<file path="src/rtl/led_pattern_gen_if.sv">
// Control and display bundle between the board switches/keys and the LED pattern generator.
// The master drives mode/period/pause/step. The slave returns the registered leds and adv.
interface led_pattern_gen_if #(
   parameter int WIDTH = 18,
   parameter int CNT_W = 24
);
   logic [1:0]       mode;
   logic [CNT_W-1:0] period;
   logic             pause;
   logic             step;
   logic [WIDTH-1:0] leds;
   logic             adv;

   modport master (output mode, period, pause, step, input leds, adv);
   modport slave  (input mode, period, pause, step, output leds, adv);
endinterface

</file>
<file path="src/rtl/led_pattern_gen.sv">
// LED pattern generator with rotate-left, rotate-right, bounce and bar modes. Each step occurs every period+1 clocks, and pause/step give manual control.
// leds and adv change one clock after the advance event. The generator never applies backpressure, and a mode change reseeds all state.
module led_pattern_gen #(
   parameter int WIDTH = 18,
   parameter int CNT_W = 24
) (
   input  logic          CLOCK_50,
   input  logic          reset,
   led_pattern_gen_if.slave bus
);

   typedef enum logic {DIR_LEFT, DIR_RIGHT} dir_t;
   typedef enum logic {BAR_FILL, BAR_DRAIN} bar_t;

   logic [WIDTH-1:0] leds_q, leds_d;
   logic [CNT_W-1:0] count_q, count_d;
   logic [1:0]       mode_q;
   dir_t             dir_q, dir_d;
   bar_t             bar_q, bar_d;
   logic             adv_q, adv_d;
   logic             tick, ev;
   logic [WIDTH-1:0] shifted;

   always_ff @(posedge CLOCK_50) begin
      if (reset) begin
         leds_q  <= WIDTH'(1);
         count_q <= '0;
         dir_q   <= DIR_LEFT;
         bar_q   <= BAR_FILL;
         adv_q   <= 1'b0;
         mode_q  <= bus.mode;
      end else begin
         leds_q  <= leds_d;
         count_q <= count_d;
         dir_q   <= dir_d;
         bar_q   <= bar_d;
         adv_q   <= adv_d;
         mode_q  <= bus.mode;
      end
   end

   always_comb begin
      leds_d  = leds_q;
      count_d = count_q;
      dir_d   = dir_q;
      bar_d   = bar_q;
      adv_d   = 1'b0;
      shifted = '0;
      // A comparison with >= lets a lowered period take effect on the next clock.
      tick    = ~bus.pause & (count_q >= bus.period);
      ev      = tick | (bus.pause & bus.step);

      if (bus.mode != mode_q) begin
         leds_d  = WIDTH'(1);
         count_d = '0;
         dir_d   = DIR_LEFT;
         bar_d   = BAR_FILL;
      end else begin
         if (!bus.pause)
            count_d = tick ? '0 : count_q + CNT_W'(1);
         if (ev) begin
            adv_d = 1'b1;
            case (mode_q)
               2'b00: leds_d = {leds_q[WIDTH-2:0], leds_q[WIDTH-1]};
               2'b01: leds_d = {leds_q[0], leds_q[WIDTH-1:1]};
               2'b10: begin
                  // Turn around on reaching an end, so each end LED is lit only once per sweep.
                  if (dir_q == DIR_LEFT) begin
                     shifted = leds_q << 1;
                     if (shifted[WIDTH-1]) dir_d = DIR_RIGHT;
                  end else begin
                     shifted = leds_q >> 1;
                     if (shifted[0]) dir_d = DIR_LEFT;
                  end
                  leds_d = shifted;
               end
               default: begin
                  if (bar_q == BAR_FILL) begin
                     shifted = {leds_q[WIDTH-2:0], 1'b1};
                     if (&shifted) bar_d = BAR_DRAIN;
                  end else begin
                     shifted = {leds_q[WIDTH-2:0], 1'b0};
                     if (shifted == '0) bar_d = BAR_FILL;
                  end
                  leds_d = shifted;
               end
            endcase
         end
      end
   end

   assign bus.leds = leds_q;
   assign bus.adv  = adv_q;

endmodule
</file>
<file path="src/flat_wrapper.sv">
// flat-port wrapper written by rule: the top's interface ports become plain ports
module led_pattern_gen_flat 
#(
   parameter int WIDTH = 18,
   parameter int CNT_W = 24
)
  (CLOCK_50, reset, bus_mode, bus_period, bus_pause, bus_step, bus_leds, bus_adv);
  led_pattern_gen_if #(.WIDTH(WIDTH), .CNT_W(CNT_W)) bus_i ();
  input  logic CLOCK_50;
  input  logic reset;
  input wire logic [$bits(bus_i.mode)-1:0] bus_mode;
  input wire logic [$bits(bus_i.period)-1:0] bus_period;
  input wire logic [$bits(bus_i.pause)-1:0] bus_pause;
  input wire logic [$bits(bus_i.step)-1:0] bus_step;
  output wire logic [$bits(bus_i.leds)-1:0] bus_leds;
  output wire logic [$bits(bus_i.adv)-1:0] bus_adv;
  assign bus_i.mode = bus_mode;
  assign bus_i.period = bus_period;
  assign bus_i.pause = bus_pause;
  assign bus_i.step = bus_step;
  assign bus_leds = bus_i.leds;
  assign bus_adv = bus_i.adv;
  led_pattern_gen #(.WIDTH(WIDTH), .CNT_W(CNT_W)) u_core (.CLOCK_50(CLOCK_50), .reset(reset), .bus(bus_i));
endmodule
</file>
<file path="config.mk">
export PLATFORM = sky130hd
export DESIGN_NAME = led_pattern_gen_flat
export DESIGN_NICKNAME = d
export VERILOG_FILES = /design/src/rtl/led_pattern_gen_if.sv /design/src/rtl/led_pattern_gen.sv /design/src/flat_wrapper.sv
export SDC_FILE = /design/constraint.sdc
export NUM_CORES = 1
export LEC_CHECK = 0
export ABC_AREA = 0
export ABC_CLOCK_PERIOD_IN_PS = 3000
export BUFFER_PORTS_ARGS = -buffer_cell sky130_fd_sc_hd__buf_4
export CAP_MARGIN = 20
export CORE_AREA = 8 8 91 93
export CTS_BUF_LIST = sky130_fd_sc_hd__clkbuf_8
export DETAILED_ROUTE_END_ITERATION = 8
export DIE_AREA = 0 0 99 101
export GPL_ROUTABILITY_DRIVEN = 0
export HOLD_SLACK_MARGIN = 0.08
export PLACE_DENSITY = 0.7
export SETUP_SLACK_MARGIN = 0.2
export SYNTH_ARGS = -nofsm -noshare
export SYNTH_HDL_FRONTEND = slang
export SYNTH_SLANG_ARGS = --single-unit
</file>
<file path="constraint.sdc">
create_clock -name CLOCK_50 -period 3 [get_ports CLOCK_50]
set_clock_uncertainty 0.1 [all_clocks]
set_input_delay 0 -clock CLOCK_50 [delete_from_list [all_inputs] [get_ports CLOCK_50]]
set_output_delay 0 -clock CLOCK_50 [all_outputs]
set_load 0.03 [all_outputs]
</file>
==> impl_metrics.toml <==
[run_status]
status = "completed"

[route]
vias = 2661
drt-initial-drc-count = 146
via_per_inst = 5.40
drc_errors = 0
totalWireLength_mm = 6.71
drtPass1Iterations = 4
final_antenna_net_count = 0
wl_per_cell_um = 13.6

[finish]
drive_gt1_share_pct = 21.2
utilization_pct = 52.0
multi_input_area_um2 = 1900
seq_area_um2 = 941
fill_cells = 640
area_growth_pct = 19.4
nets = 465
diodes = 0

[critical_path]
crit_fanout = 18
cp-start-kind = "register"
end_kind = "register"
arrival_ps = 2620
crit_type = "register to register"
path_buf_inv = 1
slowest_delay_ps = 460
path_cells = "ha_1 > and3_1 > nand3_4 > a21oi_1 > a2111oi_4 > a31o_1 > buf_4 > mux2i_1"
cpMaxStageDelayCell = "dfxtp_1"
worstPathRequired_ps = 3130
cp_top_family = "compound AO/OA/AOI/OAI gates"

[power]
p_total_uw = 1180
power_density_nw_per_um2 = 326
leakage_uw = 0.00154
power_frac_clock_pct = 35.2
pwr-share-seq_pct = 53.6
ir_drop_uv = 179
combPwrFrac_pct = 11.2
switching_share_pct = 25.5
internal_power_uw = 878
p_sw_uw = 300

[timing]
tightest_slew_ps = 885
finalCritPeriodShare_pct = 83.0
finalSetupViolations = 0
fmax_mhz = 402
slew_headroom_pct = 41.0
rsz0062_at_grt = "no"
maxSlewViolCount = 0
fin_crit_ps = 2490
final-hold-violation-count = 0
finalSetupTns_ps = 0

[grt]
grt_pass1_wl_mm = 11.6
gr-total-overflow = 0
grt_antenna_before_repair = 0
grt_max_degree = 26
grt_pass1_vias = 2581
grt.total_usage_pct = 13.8

[die]
die_area_um2 = 10000
ioPinCount = 49
core_um2 = 6940
num_rows = 31
die_y_um = 101
start_util_pct = 43.6
die_w_um = 99

[synthesis]
syn_area_per_cell_um2 = 8.42
yosys.cell_count.top_type = "nand2_1"
synth_edf_count = 0
synth_xor_area_share_pct = 6.66
syn_nets = 414
synthesis.area_um2 = 3020
yosysTopAreaCellShare_pct = 31.1
ys_seq_elements = 47
synthTopCellsByArea = "dfxtp_1 (31%), ha_1 (10%), nand2_1 (6.5%)"
yosys_warnings = 0
synthTopCellsByCount = "nand2_1 (52), dfxtp_1 (47), inv_1 (27)"
syn_inst = 359
synth_compound_area_share_pct = 8.48
synth.distinct_cells = 50
yosys.area.top_type = "dfxtp_1"
synth_top_family_by_area = "simple AND/OR/NAND/NOR gates"
synthSimpleGateAreaFrac_pct = 25.9
ys.flop_type = "dfxtp_1"
seq_area_frac_synth_pct = 31.1
async_reset_ff_share_pct = 0
synth_mux_area_share_pct = 11.3
synth_fa_ha_area_share_pct = 10.3

[clocking]
root_buffer = "clkbuf_8"
cts_sinks = 47
cts_resized = 0
post-cts-setup-buffers = 0
htreeDepth = 2
cts_buffer_depth = 2
numCtsBuffers = 5
clk_pin_slew_worst_paths_ps = 100
clock_insertion_delay_worst_skew_ps = 300
cts_tree = "yes"

[min_path]
worstHoldPathType = "primary input to register"

[placement]
io_buffers = 48
dp_hpwl_mm = 5.06

[job]
maxCapViolations = 0
## layout make-up
cell class	instances	share of cell area (%)
Timing Repair Buffer	60	12.8
Tap cell	82	2.84
Clock inverter	2	0.450
Inverter	28	2.91
Sequential cell	47	26.1
Clock buffer	6	2.29
Multi-Input combinational cell	268	52.6
## cell families (layout without fill, tap and decap cells)
kind of cell | after synthesis | after routing
fa+ha+maj | 25 | 25
xor+xnor | 23 | 23
compound gates | 34 | 34
mux | 32 | 32
simple gates | 154 | 154
flops | 47 | 47
buf+inv | 44 | 96
## per-stage QoR
step | hold WS [ps] | setup slack, ps | instance area (um2) | instances
floorplan | -72.3 | 776 | 3020 | 359
global placement | 20.6 | 556 | 3460 | 480
detailed placement | 24.0 | 505 | 3460 | 480
CTS | 263 | 472 | 3610 | 493
global route | 269 | 287 | 3610 | 493
finish | 274 | 510 | 3610 | 493
## layout by cell type (no fill, tap or decap), drive strengths merged, types with 4 or more instances in the layout
cell type,instances
buf,55
clkbuf,6
xor2,7
dlygate4sd3,5
a21oi,9
mux2,16
mux2i,16
xnor2,16
a31oi,5
ha,25
nor3,25
inv,27
nor2,25
and4,5
nand2b,4
nand2,52
nand4,17
nand3,10
dfxtp,47
nor4,5
## layer usage
metal / track usage [%] / up-vias / share of wire (%)
li1: - / 1374 / -
met1: 16.6 / 1224 / 48
met2: 23.3 / 55 / 46
met3: 4.07 / 8 / 5.4
met4: 3.66 / 0 / 0.94
met5: 0 / - / 0
## final timing paths
path / start / to / slack (ps) / depth (start not counted)
setup / recovery: u_core.count_q[17] / u_core.bus.leds[1] / 510 / 8
hold / removal: bus_mode[1] / u_core.mode_q[1] / 270 / 2
setup reg to reg: u_core.count_q[17] / u_core.bus.leds[1] / 510 / 8
hold reg to reg: u_core.dir_q / u_core.dir_q / 390 / 2
## sequential cells by signal (all words and copies together), names as in the netlist
| signal | flops |
|---|---|
| u_core.bar_q | 1 |
| u_core.bus.adv | 1 |
| u_core.bus.leds | 18 |
| u_core.count_q | 24 |
| u_core.dir_q | 1 |
| u_core.mode_q | 2 |
## power groups by stage
stage | combinational, uW | clock [uW] | sequential, uW
final | 132 | 415 | 632
after global routing | 149 | 458 | 633
after CTS | 133 | 425 | 632
after detailed placement | 127 | 0 | 646
after global placement | 125 | 0 | 646
after floorplan | 77.5 | 0 | 648
## what timing repair did
item,4_1_cts,5_1_grt
setup endpoints to repair,0,0
endpoints found under the hold margin,15,0
hold buffers,5,0
No activity file was read; power rests on OpenSTA's default activity.
